<file path="src/rtl/lsu_bus.sv">
// ============================================================================
// lsu_bus : load/store unit driving a single-outstanding req/ack data bus.
// Rev 1.0 : initial release.
// ============================================================================
`default_nettype none

module lsu_bus #(
    parameter int unsigned TIMEOUT_CYCLES = 255
) (
    input  logic        clk,
    input  logic        rst,
    input  logic        mem_req,
    input  logic        mem_we,
    input  logic [1:0]  mem_size,
    input  logic        mem_unsigned,
    input  logic [31:0] addr,
    input  logic [31:0] wdata,
    output logic [31:0] rd,
    output logic        stall,
    output logic        done,
    output logic        err,
    output logic        bus_req,
    output logic        bus_we,
    output logic [31:0] bus_addr,
    output logic [3:0]  bus_wstrb,
    output logic [31:0] bus_wdata,
    input  logic        bus_ack,
    input  logic [31:0] bus_rdata
);

    localparam logic [1:0]  S_IDLE  = 2'd0;
    localparam logic [1:0]  S_REQ   = 2'd1;
    localparam logic [1:0]  S_DONE  = 2'd2;
    localparam logic [15:0] TO_LAST = 16'(TIMEOUT_CYCLES - 1);

    logic [1:0]  state_q, state_d;
    logic [15:0] cnt_q;
    logic        bus_we_q;
    logic [31:0] bus_addr_q;
    logic [3:0]  bus_wstrb_q;
    logic [31:0] bus_wdata_q;
    logic [1:0]  off_q;
    logic [1:0]  size_q;
    logic        uns_q;
    logic [31:0] rd_q;
    logic        err_q;

    logic        legal;
    logic        timeout_hit;
    logic [31:0] wdata_rep;
    logic [3:0]  wstrb_new;
    logic [7:0]  byte_sel;
    logic [15:0] half_sel;
    logic [31:0] load_val;

    always_comb begin
        legal = 1'b0;
        case (mem_size)
            2'b00:   legal = 1'b1;
            2'b01:   legal = ~addr[0];
            2'b10:   legal = (addr[1:0] == 2'b00);
            default: legal = 1'b0;
        endcase
    end

    assign timeout_hit = (cnt_q == TO_LAST);

    // Store data is replicated across lanes so the strobes alone select bytes.
    always_comb begin
        wdata_rep = wdata;
        wstrb_new = 4'b1111;
        case (mem_size)
            2'b00: begin
                wdata_rep = {4{wdata[7:0]}};
                wstrb_new = 4'b0001 << addr[1:0];
            end
            2'b01: begin
                wdata_rep = {2{wdata[15:0]}};
                wstrb_new = addr[1] ? 4'b1100 : 4'b0011;
            end
            default: begin
                wdata_rep = wdata;
                wstrb_new = 4'b1111;
            end
        endcase
        if (!mem_we) begin
            wstrb_new = 4'b0000;
        end
    end

    always_comb begin
        byte_sel = bus_rdata[{off_q, 3'b000} +: 8];
        half_sel = off_q[1] ? bus_rdata[31:16] : bus_rdata[15:0];
        case (size_q)
            2'b00:   load_val = {{24{~uns_q & byte_sel[7]}}, byte_sel};
            2'b01:   load_val = {{16{~uns_q & half_sel[15]}}, half_sel};
            default: load_val = bus_rdata;
        endcase
    end

    always_ff @(posedge clk) begin
        if (rst) begin
            state_q <= S_IDLE;
        end else begin
            state_q <= state_d;
        end
    end

    always_comb begin
        state_d = state_q;
        case (state_q)
            S_IDLE: begin
                if (mem_req) begin
                    state_d = legal ? S_REQ : S_DONE;
                end
            end
            S_REQ: begin
                if (bus_ack || timeout_hit) begin
                    state_d = S_DONE;
                end
            end
            S_DONE:  state_d = S_IDLE;
            default: state_d = S_IDLE;
        endcase
    end

    always_comb begin
        bus_req = (state_q == S_REQ);
        done    = (state_q == S_DONE);
        err     = (state_q == S_DONE) && err_q;
        stall   = ((state_q == S_IDLE) && mem_req) || (state_q == S_REQ);
    end

    // Bus outputs are frozen at acceptance; an ack in the timeout cycle wins.
    always_ff @(posedge clk) begin
        if (rst) begin
            cnt_q       <= 16'd0;
            bus_we_q    <= 1'b0;
            bus_addr_q  <= 32'd0;
            bus_wstrb_q <= 4'd0;
            bus_wdata_q <= 32'd0;
            off_q       <= 2'd0;
            size_q      <= 2'd0;
            uns_q       <= 1'b0;
            rd_q        <= 32'd0;
            err_q       <= 1'b0;
        end else begin
            case (state_q)
                S_IDLE: begin
                    if (mem_req) begin
                        if (legal) begin
                            cnt_q       <= 16'd0;
                            bus_we_q    <= mem_we;
                            bus_addr_q  <= {addr[31:2], 2'b00};
                            bus_wstrb_q <= wstrb_new;
                            bus_wdata_q <= wdata_rep;
                            off_q       <= addr[1:0];
                            size_q      <= mem_size;
                            uns_q       <= mem_unsigned;
                        end else begin
                            err_q <= 1'b1;
                            rd_q  <= 32'd0;
                        end
                    end
                end
                S_REQ: begin
                    if (bus_ack) begin
                        err_q <= 1'b0;
                        rd_q  <= bus_we_q ? 32'd0 : load_val;
                    end else if (timeout_hit) begin
                        err_q <= 1'b1;
                        rd_q  <= 32'd0;
                    end else begin
                        cnt_q <= cnt_q + 16'd1;
                    end
                end
                default: ;
            endcase
        end
    end

    assign rd        = rd_q;
    assign bus_we    = bus_we_q;
    assign bus_addr  = bus_addr_q;
    assign bus_wstrb = bus_wstrb_q;
    assign bus_wdata = bus_wdata_q;

endmodule

`default_nettype wire

</file>
<file path="config.mk">
export PLATFORM = sky130hd
export DESIGN_NAME = lsu_bus
export DESIGN_NICKNAME = d
export VERILOG_FILES = /design/src/rtl/lsu_bus.sv
export SDC_FILE = /design/constraint.sdc
export NUM_CORES = 1
export LEC_CHECK = 0
export BUFFER_PORTS_ARGS = -buffer_cell sky130_fd_sc_hd__buf_4
export CAP_MARGIN = 20
export CORE_ASPECT_RATIO = 1.1
export CORE_MARGIN = 4
export CORE_UTILIZATION = 47
export CTS_BUF_LIST = sky130_fd_sc_hd__clkbuf_8
export DETAILED_ROUTE_END_ITERATION = 10
export GPL_ROUTABILITY_DRIVEN = 0
export HOLD_SLACK_MARGIN = 0.1
export PLACE_DENSITY = 0.75
export SYNTH_ARGS = -nofsm -noshare
export SYNTH_HDL_FRONTEND = slang
export SYNTH_SLANG_ARGS = --single-unit
</file>
<file path="constraint.sdc">
create_clock -name clk -period 3.1 [get_ports clk]
set_input_delay 0.62 -clock clk [delete_from_list [all_inputs] [get_ports clk]]
set_output_delay 0.62 -clock clk [all_outputs]
set_load 0.005 [all_outputs]
</file>
# Word-level counts from Yosys, hierarchy flattened
# Cells that the tools add are included.
[word_totals] reg_bits=123 elab_cells=71
[classes] addsub=1 n_eq_ne=13 shift=2 muxes=27 bitwise_logic=4 n_reduce_logical=13
[ops] operator="case mux 32 bit (2 select lines)" n=3
[ops] operator="two-way mux 32 bit" n=5
[ops] operator="two-way mux 16 bit" n=5
[ops] operator="case mux 16 bit (2 select lines)" n=1
[ops] operator="variable part select 32 x 6 -> 8 bit" n=1
[ops] operator="adder 16 x 1 -> 16 bit (second input constant)" n=1
[ops] operator="== test 16 x 8 -> 1 bit (second input constant)" n=1
[ops] operator="inequality test 2 bit (second input constant)" n=5
[ops] operator="zero test 2 bit" n=4
[ops] operator="two-way mux 4 bit" n=2
[ops] operator="case mux 4 bit (2 select lines)" n=1
[ops] operator="== test 2 x 1 -> 1 bit (second input constant)" n=3
[ops] operator="two-way mux 2 bit" n=3
[ops] operator="AND reduction 5 bit" n=1
[ops] operator="== test 2 bit (second input constant)" n=2
[ops] operator="two-way mux 1 bit" n=4
[ops] operator="case mux 2 bit (2 select lines)" n=1
[ops] operator="AND reduction 4 bit" n=1
[ops] operator="left shift 1 x 2 -> 4 bit (first input constant)" n=1
[ops] operator="inequality test 3 x 1 -> 1 bit (second input constant)" n=1
[ops] operator="case mux 1 bit (3 select lines)" n=1
[ops] operator="AND reduction 3 bit" n=1
[ops] operator="AND 1 bit" n=2
[ops] operator="logical AND 1 bit" n=2
[ops] operator="6 further kinds" n=8

# Logic depth before layout (Yosys ltp)
# Gate-level depths: netlist of the first run.
[logic_depth] ltp_word=6 depth_mapped=9 depth_no_buf=7

# Worst setup path before layout of the first run
# OpenSTA, ideal clock, no wires.
[synth_path] path_type="input port to flip-flop" start="input port mem_size[0]" end="register cnt_q[11]" setup_ps=70 arrival_ps=1824 setup_slack_ps=1205 path_stages=6 cell_sequence="nor3_2 > or3_1 > nand2_1 > buf_2 > or4_1 > a21oi_1"
[synth_via] elab_chain_len=4
[synth_lines] item="start: declaration" line_no="14" source="input logic [1:0] mem_size,"
[synth_lines] item="== test 2 bit (tied with other cells)" line_no="58" source="case (mem_size)"
[synth_lines] item="case mux 1 bit (3 select lines) *" line_no="58"
[synth_lines] item="inequality test 2 bit (no source line) *"
[synth_lines] item="AND reduction 5 bit (no source line) *"
[synth_lines] item="end signal: assignment" line_no="174" source="cnt_q <= cnt_q + 16'd1;"
[synth_lines] item="end: declaration" line_no="37" source="logic [15:0] cnt_q;"
# Every way passes the cells marked *; elsewhere a longest branch is shown, timed or not.
# A chain may end at the register's enable or synchronous reset.

# Final worst setup path of the first run
[layout_path] start="input port mem_size[0]" end="register cnt_q[4]"
# The elaborated chain is that of the path after synthesis.

==> impl_metrics.json, run 1 <==
{
  "status": "completed",
  "reg2reg_slack_ns": 0.94,
  "yosysWarnings": 0,
  "hp-class": "in2reg",
  "power_leakage_nw": 3.262,
  "antenna_left": 0,
  "synth_top_area_cell": "dfxtp_1",
  "fin_tns_setup_ns": 0,
  "io_pins": 209,
  "areaGrowthSynthToFinish_pct": 35.65,
  "vias_per_cell": 5.468,
  "layoutNonFillerInstCount": 1041,
  "p_clk_frac": 0.397,
  "max_freq_mhz": 444.7,
  "hold_violations": 0,
  "ys_top_cells_by_count": "nand2_1 (165), dfxtp_1 (123), a21oi_1 (97)",
  "synth_edf_count": 0,
  "ys_seq_area_frac": 0.4416,
  "ir_drop_v": 0.0002976,
  "tightest_slew_ns": 0.9113,
  "clock_path_buffers": 2,
  "start_util": 0.4831,
  "final_nets": 984,
  "sw_frac_of_total": 0.2645,
  "whs_ns": 0.3955,
  "netlist_instances": 701,
  "via_count": 5692,
  "p_seq_frac": 0.451,
  "grtUsageTotal": 0.2481,
  "grt_pass1_wl_mm": 27.46,
  "numPortBuffers": 206,
  "hold_buffers": 0,
  "stdcell_area_um2": 7565,
  "grt_start_max_net_pins": 92,
  "finalMaxSlewViolations": 0,
  "critPathCaptureType": "register",
  "overflow": 0,
  "synth-main-ff-cell": "dfxtp_1",
  "diodes": 0,
  "syn-mean-instance-area_um2": 7.955,
  "postCtsResizedCells": 0,
  "period_share": 0.7253,
  "finalClockSkew_ns": 0.009523,
  "drv_cap": 0,
  "crit_type": "in2reg",
  "antenna_found_initial": 0,
  "synthArstFlopShare": 0,
  "grt_pass1_vias": 5535,
  "hp-start": "rst",
  "p_int_mw": 2.769,
  "p_comb_frac": 0.152,
  "relSlewSlack": 0.3916,
  "utilization": 0.6554,
  "r2r_start": "off_q[1]",
  "fin_crit_ns": 2.248,
  "synth_area_leaders": "dfxtp_1 (44%), nand2_1 (11%), a21oi_1 (8.7%), mux2i_1 (3.6%), o21ai_0 (3.1%)",
  "core-area_um2": 11540,
  "clk_pin_slew_ns": 0.07,
  "cts_inserted_buffers": 17,
  "p_per_area_nw_per_um2": 497.7,
  "htreeDepth": 4,
  "critPathLaunch": "mem_size[0]",
  "setup_viol": 0,
  "rsz0062_at_grt": "false",
  "cts_tree": "yes",
  "start_kind": "input port",
  "drtIter0Drc": 298,
  "post_synth_num_cell_types": 52,
  "finalWirelength_mm": 17.22,
  "die_x_um": 111.9,
  "crit_path_max_fanout": 22,
  "cts_setup_buffers": 0,
  "first_pass_iters": 5,
  "synth-seq-cells": 123,
  "dp_hpwl_mm": 12.48,
  "dpl.cell_count": 1009,
  "clock-root-buffer": "clkbuf_8",
  "synth_most_common_cell": "nand2_1",
  "insertion_delay_ns": 0.44,
  "layout-drive-gt1-share": 0.3008,
  "die_h_um": 122.2,
  "syn-cell-area_um2": 5577,
  "synth_top_area_frac": 0.4416,
  "drc": 0,
  "place_area_um2": 7143,
  "crit_arrival_ns": 2.61,
  "routedWlPerCell_um": 16.55,
  "cp.required_ns": 3.46,
  "rows": 41,
  "die_area_um2": 13670,
  "p_switching_uw": 995.8,
  "cts_sinks": 123
}
[worst max-delay path, cell delays in order]
cell,delay (ns)
buf_4,0.20
a21oi_1,0.38
or3_1,0.24
nand2_1,0.39
or4_1,0.60
a21oi_1,0.17
[state kept, by name, summed over array words and instances, names as in the netlist]
name / flops
err_q: 1
bus_wdata: 32
rd: 32
state_q: 2
uns_q: 1
off_q: 2
bus_we: 1
bus_wstrb: 4
bus_addr: 30
size_q: 2
cnt_q: 16
[cell type report]
type                            instances  area, µm²
Clock inverter                         12      146.4
Tap cell                              150      187.7
Inverter                               24      90.09
Fill cell                             971       3978
Sequential cell                       123       2462
Multi-Input combinational cell        497       2776
Clock buffer                           20      275.3
Timing Repair Buffer                  215       1627
[power by group through the flow]
stage	Sequential (mW)	Combinational, mW	Clock [mW]
finish	1.70	0.572	1.50
global route	1.70	0.631	1.59
CTS	1.70	0.574	1.51
detailed placement	1.73	0.572	0
global placement	1.73	0.559	0
floorplan	1.72	0.287	0
[layout by cell type, fill, tap and decap left out, drive strengths merged, types with 10 or more instances in the layout]
master | synthesis | routed
clkbuf | 37 | 20
nor2 | 40 | 40
a221oi | 10 | 10
inv | 24 | 25
o21ai | 37 | 37
nand2 | 165 | 165
a21oi | 98 | 98
dfxtp | 123 | 123
mux2i | 20 | 20
buf | 21 | 215
[layer usage]
layer  wire (µm)  track usage
met3        1603       0.1001
met4         508      0.09886
met2        8509       0.4235
met5           0            0
met1        6602       0.2775
[final timing paths]
| path | endpoint | cells after the start |
|---|---|---|
| setup reg to reg | rd[18] | 5 |
| hold / removal | err_q | 2 |
| hold reg to reg | rd[7] | 2 |
| setup / recovery | cnt_q[4] | 6 |
[through the flow]
stage | setup slack [ns] | power (mW)
6_report | 0.8515 | 3.765
5_1_grt | 0.6598 | 3.921
4_1_cts | 0.8598 | 3.785
3_5_place_dp | 0.4000 | 2.303
3_3_place_gp | 0.5683 | 2.286
2_1_floorplan | 1.205 | 2.009
[cells by family after synthesis]
logic type,count (synthesis),share of synthesized area
multiplexers,27,0.05003
AO/OA/AOI/OAI,204,0.2264
adder cells (fa/ha/maj),2,0.004487
other,1,0.0006725
buffers and inverters,82,0.06551
flip-flops,123,0.4416
AND/OR/NAND/NOR,262,0.2114
Power figures use the tool's default switching activity.
==> run 2: changes to the inputs <==
- ABC_AREA: default -> 1
- PLACE_DENSITY: 0.75 -> 0.74
- clock period: 3.1 -> 2.2 ns (I/O delays scaled with it)
==> impl_metrics.json, run 2 <==
{
  "netlist_instances": 863,
  "vias_per_cell": 5.056,
  "final_nets": 1161,
  "die_area_um2": 14300,
  "crit_type": "reg2out",
  "setup_viol": 0,
  "clock-root-buffer": "clkbuf_8",
  "synth-seq-cells": 123,
  "max_freq_mhz": 540.2,
  "cts_inserted_buffers": 17,
  "syn-cell-area_um2": 5851,
  "postCtsResizedCells": 0,
  "ir_drop_v": 0.0005023,
  "yosysWarnings": 0,
  "hp-class": "in2reg",
  "cts_setup_buffers": 0,
  "dpl.cell_count": 1190,
  "clk_pin_slew_ns": 0.08,
  "htreeDepth": 4,
  "synth_top_area_frac": 0.4209,
  "grt_pass1_vias": 5775,
  "routedWlPerCell_um": 14.80,
  "via_count": 6173,
  "rows": 42,
  "antenna_found_initial": 0,
  "numPortBuffers": 206,
  "crit_path_max_fanout": 6,
  "hold_depth": 3,
  "critPathCaptureType": "primary output",
  "die_h_um": 125.0,
  "power_leakage_nw": 3.622,
  "post_synth_num_cell_types": 36,
  "start_util": 0.4841,
  "clock_path_buffers": 2,
  "tightest_slew_ns": 0.6898,
  "whs_ns": 0.2379,
  "finalClockSkew_ns": 0.007880,
  "place_ws_ns": 0.2415,
  "final_common_cell": "nand2_1",
  "layout-drive-gt1-share": 0.2596,
  "regArea_um2": 2462,
  "drtIter0Drc": 386,
  "synth_top_area_cell": "dfxtp_1",
  "final_cell_mix": "nand2_1 (223), buf_4 (222), nor2_1 (161)",
  "syn-mean-instance-area_um2": 6.779,
  "p_per_area_nw_per_um2": 712.8,
  "synthArstFlopShare": 0,
  "synth_edf_count": 0,
  "grt_pass1_wl_mm": 28.79,
  "fin_crit_ns": 1.851,
  "areaGrowthSynthToFinish_pct": 33.28,
  "synth_area_leaders": "dfxtp_1 (42%), nand2_1 (14%), nor2_1 (10%), a21oi_1 (5.9%), nand3_1 (4.7%)",
  "synth_most_common_cell": "nand2_1",
  "layoutNonFillerInstCount": 1221,
  "antenna_left": 0,
  "gr-usage-met2": 0.4022,
  "overflow": 0,
  "power.total_mw": 5.558,
  "finalWirelength_mm": 18.08,
  "drv_cap": 0,
  "start_kind": "register",
  "core-area_um2": 12090,
  "hold_buffers": 0,
  "cts_sinks": 123,
  "grtUsageTotal": 0.2503,
  "grtUsageMet3": 0.08942,
  "insertion_delay_ns": 0.45,
  "period_share": 0.8414,
  "die_x_um": 114.4,
  "use_met1": 0.3086,
  "dp_hpwl_mm": 13.11,
  "grt_start_max_net_pins": 46,
  "fin_ws_ns": 0.3489,
  "diodes": 0,
  "hold_violations": 0,
  "status": "completed",
  "fillCellCount": 1194,
  "rsz0062_at_grt": "false",
  "relSlewSlack": 0.5390,
  "top_usage_layer": "met2",
  "finalMaxSlewViolations": 0,
  "ff2ff_path_depth": 9,
  "fin_tns_setup_ns": 0,
  "synth-main-ff-cell": "dfxtp_1",
  "io_pins": 209,
  "crit_arrival_ns": 1.41,
  "ys_seq_area_frac": 0.4209,
  "drc": 0,
  "cp.required_ns": 1.76,
  "ys_top_cells_by_count": "nand2_1 (223), nor2_1 (161), dfxtp_1 (123)",
  "first_pass_iters": 5,
  "cts_tree": "yes",
  "multi_input_area_um2": 2845
}
run 2: cell types whose count changed after synthesis, sizes merged, moves of 10 or more:
cell | previous run | this run
inv | 24 | 55
a221oi | 10 | 0
o21ai | 37 | 66
nor2 | 40 | 163
nand2 | 165 | 231
clkbuf | 37 | 21
mux2i | 20 | 0
a21oi | 98 | 69
nand3 | 6 | 57
o211ai | 2 | 15
run 2: final cells by class:
type                       instances  area share
timing repair buffer             222      0.2137
inverter                          56     0.02728
clock inverter                    13     0.02182
sequential                       123      0.3158
tap                              154     0.02471
clock buffer                      18     0.03177
multi-input combinational        635      0.3649
run 2: cell families after synthesis:
family                     after synthesis  synth area share
AOI/OAI and AO/OA                      164            0.1521
xor gates and xnor gates                 2          0.002995
adders and majority gates                2          0.004276
buffers and inverters                  106           0.09346
DFF                                    123            0.4209
other                                    1         0.0006410
and+or+nand+nor                        465            0.3257
run 2: worst max-delay path, stage by stage (launching register included):
cell and delay, ns:
dfxtp_1 0.37, inv_1 0.10, nand2_4 0.11, o21ai_0 0.09
buf_4 0.16, buf_4 0.13
run 2: routing by layer:
metal	wire length, µm	vias up
met3	1666	32
met5	0	-
met4	399	0
met1	7469	2750
met2	8539	236
li1	-	3155
run 2: through the flow:
step,area (µm²),util
global route,7797,0.6451
CTS,7797,0.6451
floorplan,5854,-
detailed placement,7380,0.6106
global placement,7380,0.6106
finish,7797,0.6451
run 2: final timing paths:
path / from / to / slack, ns
hold reg to reg: bus_wdata[5] / bus_wdata[5] / 0.45
setup / recovery: state_q[1] / stall / 0.35
setup reg to reg: state_q[0] / cnt_q[14] / 0.48
hold / removal: addr[14] / bus_addr[14] / 0.24
run 2: power by group:
group	internal [mW]	switching [mW]	leakage [nW]
logic	0.454	0.577	2.42
clock network	1.15	0.945	0.201
registers	2.35	0.0766	1.00
==> run 3: changes to the inputs <==
- ABC_AREA: 1 -> 0
- CORE_UTILIZATION: 47 -> 46
- PLACE_DENSITY: 0.74 -> 0.76
- clock period: 2.2 -> 1.6 ns (I/O delays scaled with it)
==> impl_metrics.json, run 3 (synthesis gave the netlist of run 1 again) <==
{
  "p_per_area_nw_per_um2": 902.9,
  "routedWlPerCell_um": 17.70,
  "reg2reg_slack_ns": -0.43,
  "stdcell_area_um2": 8662,
  "drc": 0,
  "critPathCaptureType": "register",
  "setup_viol": 49,
  "status": "finished, violations left",
  "insertion_delay_ns": 0.45,
  "crit_path_max_fanout": 8,
  "numPortBuffers": 206,
  "power_leakage_nw": 3.799,
  "io_pins": 209,
  "grtUsageTotal": 0.2642,
  "rsz0062_at_grt": "true",
  "first_pass_iters": 7,
  "hold_violations": 0,
  "max_freq_mhz": 492.9,
  "ff2ff_path_depth": 7,
  "r2r_end": "rd[11]",
  "hp-start": "addr[3]",
  "crit_path_top_delay_cell": "or4b_4",
  "violations": "setup timing",
  "final_cell_mix": "buf_4 (258), nand2_1 (163), dfxtp_1 (119)",
  "fin_crit_ns": 2.029,
  "start_util": 0.4789,
  "place_area_um2": 7684,
  "cts_sinks": 123,
  "whs_ns": 0.1144,
  "cp.required_ns": 1.95,
  "overflow": 0,
  "via_count": 6253,
  "path_cells": "inv_2, ha_1, or4b_4, nor4b_4, a221oi_4, clkbuf_16, a21o_1",
  "finalMaxSlewViolations": 0,
  "crit_type": "reg2reg",
  "diodes": 0,
  "areaGrowthSynthToFinish_pct": 55.33,
  "drtIter0Drc": 411,
  "die_h_um": 123.5,
  "crit_arrival_ns": 2.38,
  "r2r_start": "cnt_q[0]",
  "antenna_left": 0,
  "period_share": 1.268,
  "finalWirelength_mm": 19.83,
  "start_kind": "register",
  "die_area_um2": 13950,
  "finalClockSkew_ns": 0.008230,
  "dp_hpwl_mm": 13.53,
  "tightest_slew_ns": 0.6620,
  "relSlewSlack": 0.5549,
  "clock_path_buffers": 2,
  "cts_tree": "yes",
  "final_common_cell": "buf_4",
  "fin_ws_ns": -0.4287,
  "core-area_um2": 11640,
  "clock-root-buffer": "clkbuf_8",
  "final_nets": 1063,
  "vias_per_cell": 5.583,
  "rows": 41,
  "grt_pass1_vias": 6067,
  "hp-class": "in2reg",
  "layout-drive-gt1-share": 0.3887,
  "drv_cap": 0,
  "grt_start_max_net_pins": 49,
  "hold_depth": 3,
  "htreeDepth": 4,
  "ir_drop_v": 0.0006453,
  "antenna_found_initial": 0,
  "die_x_um": 113.0,
  "grt_pass1_wl_mm": 29.39,
  "cts_inserted_buffers": 17,
  "whs_endpoint": "bus_addr[3]",
  "slowest_delay_ns": 0.50,
  "clk_pin_slew_ns": 0.07
}
==> run 3: changes by cell type in the layout (fill, tap and decap cells not counted), sizes merged, moves of 31 or more <==
cell	previous run	this run
nor2	163	40
nand2	231	165
buf	222	278
nand3	57	6
inv	56	25
==> run 3: layout make-up <==
cell class	count	area, µm²
clock buffers	20	275.3
well taps	150	187.7
clock inverters	12	170.2
multi-input cells	499	2979
repair buffers	292	2485
inverters	24	95.09
fillers	842	2983
flip-flops and latches	123	2470
==> run 3: metal layers <==
layer | up-vias | wire [µm] | GRT usage
li1 | 2951 | - | -
met1 | 2925 | 7546 | 0.3019
met2 | 320 | 9574 | 0.4396
met3 | 57 | 2135 | 0.1101
met4 | 0 | 569 | 0.1059
met5 | - | 0 | 0
==> run 3: power breakdown <==
| part | total, mW | internal, mW | switching, mW |
|---|---|---|---|
| clock | 3.09 | 1.81 | 1.28 |
| combinational | 1.46 | 0.746 | 0.710 |
| sequential | 3.27 | 3.19 | 0.0787 |
| total | 7.82 | 5.75 | 2.07 |
==> run 3: metrics by stage <==
stage | utilization | total power, mW | std cells | worst slack (ns) | setup TNS (ns)
after global routing | 0.7438 | 8.103 | 1120 | -0.4793 | -20.62
after global placement | 0.6598 | 4.596 | 1062 | -0.3050 | -12.06
final | 0.7438 | 7.821 | 1120 | -0.4287 | -17.33
after CTS | 0.7216 | 7.731 | 1111 | -0.2847 | -11.29
after detailed placement | 0.6598 | 4.634 | 1062 | -0.3812 | -15.51
after floorplan | - | 3.899 | 702 | -0.2202 | -7.845
==> run 3: worst max-delay path by stage <==
| stage | startpoint | end | slack [ns] | cells after the start |
|---|---|---|---|---|
| 2_1_floorplan | cnt_q[0] | cnt_q[11] | -0.22 | 9 |
| 3_3_place_gp | mem_size[0] | rd[14] | -0.30 | 8 |
| 3_5_place_dp | cnt_q[0] | err_q | -0.38 | 7 |
| 4_1_cts | cnt_q[0] | rd[8] | -0.28 | 7 |
| 5_1_grt | cnt_q[0] | cnt_q[10] | -0.48 | 8 |
| 6_report | cnt_q[0] | rd[11] | -0.43 | 7 |
==> run 3: critical path, delay by kind of cell (launching register included) <==
kind                       cells  cell delay (ns)
adders and majority gates      1             0.13
DFF                            1             0.33
buffers and inverters          2             0.27
AOI/OAI and AO/OA              2             0.33
and+or+nand+nor                2             0.87
==> run 3: what timing repair did <==
action                     CTS  global route
cloned                       2             4
hold buffers                10             0
setup endpoints to repair   95            63
resized for setup           33            30
hold endpoints to repair    10             0
pin swaps                   10             9
setup buffers                5             5
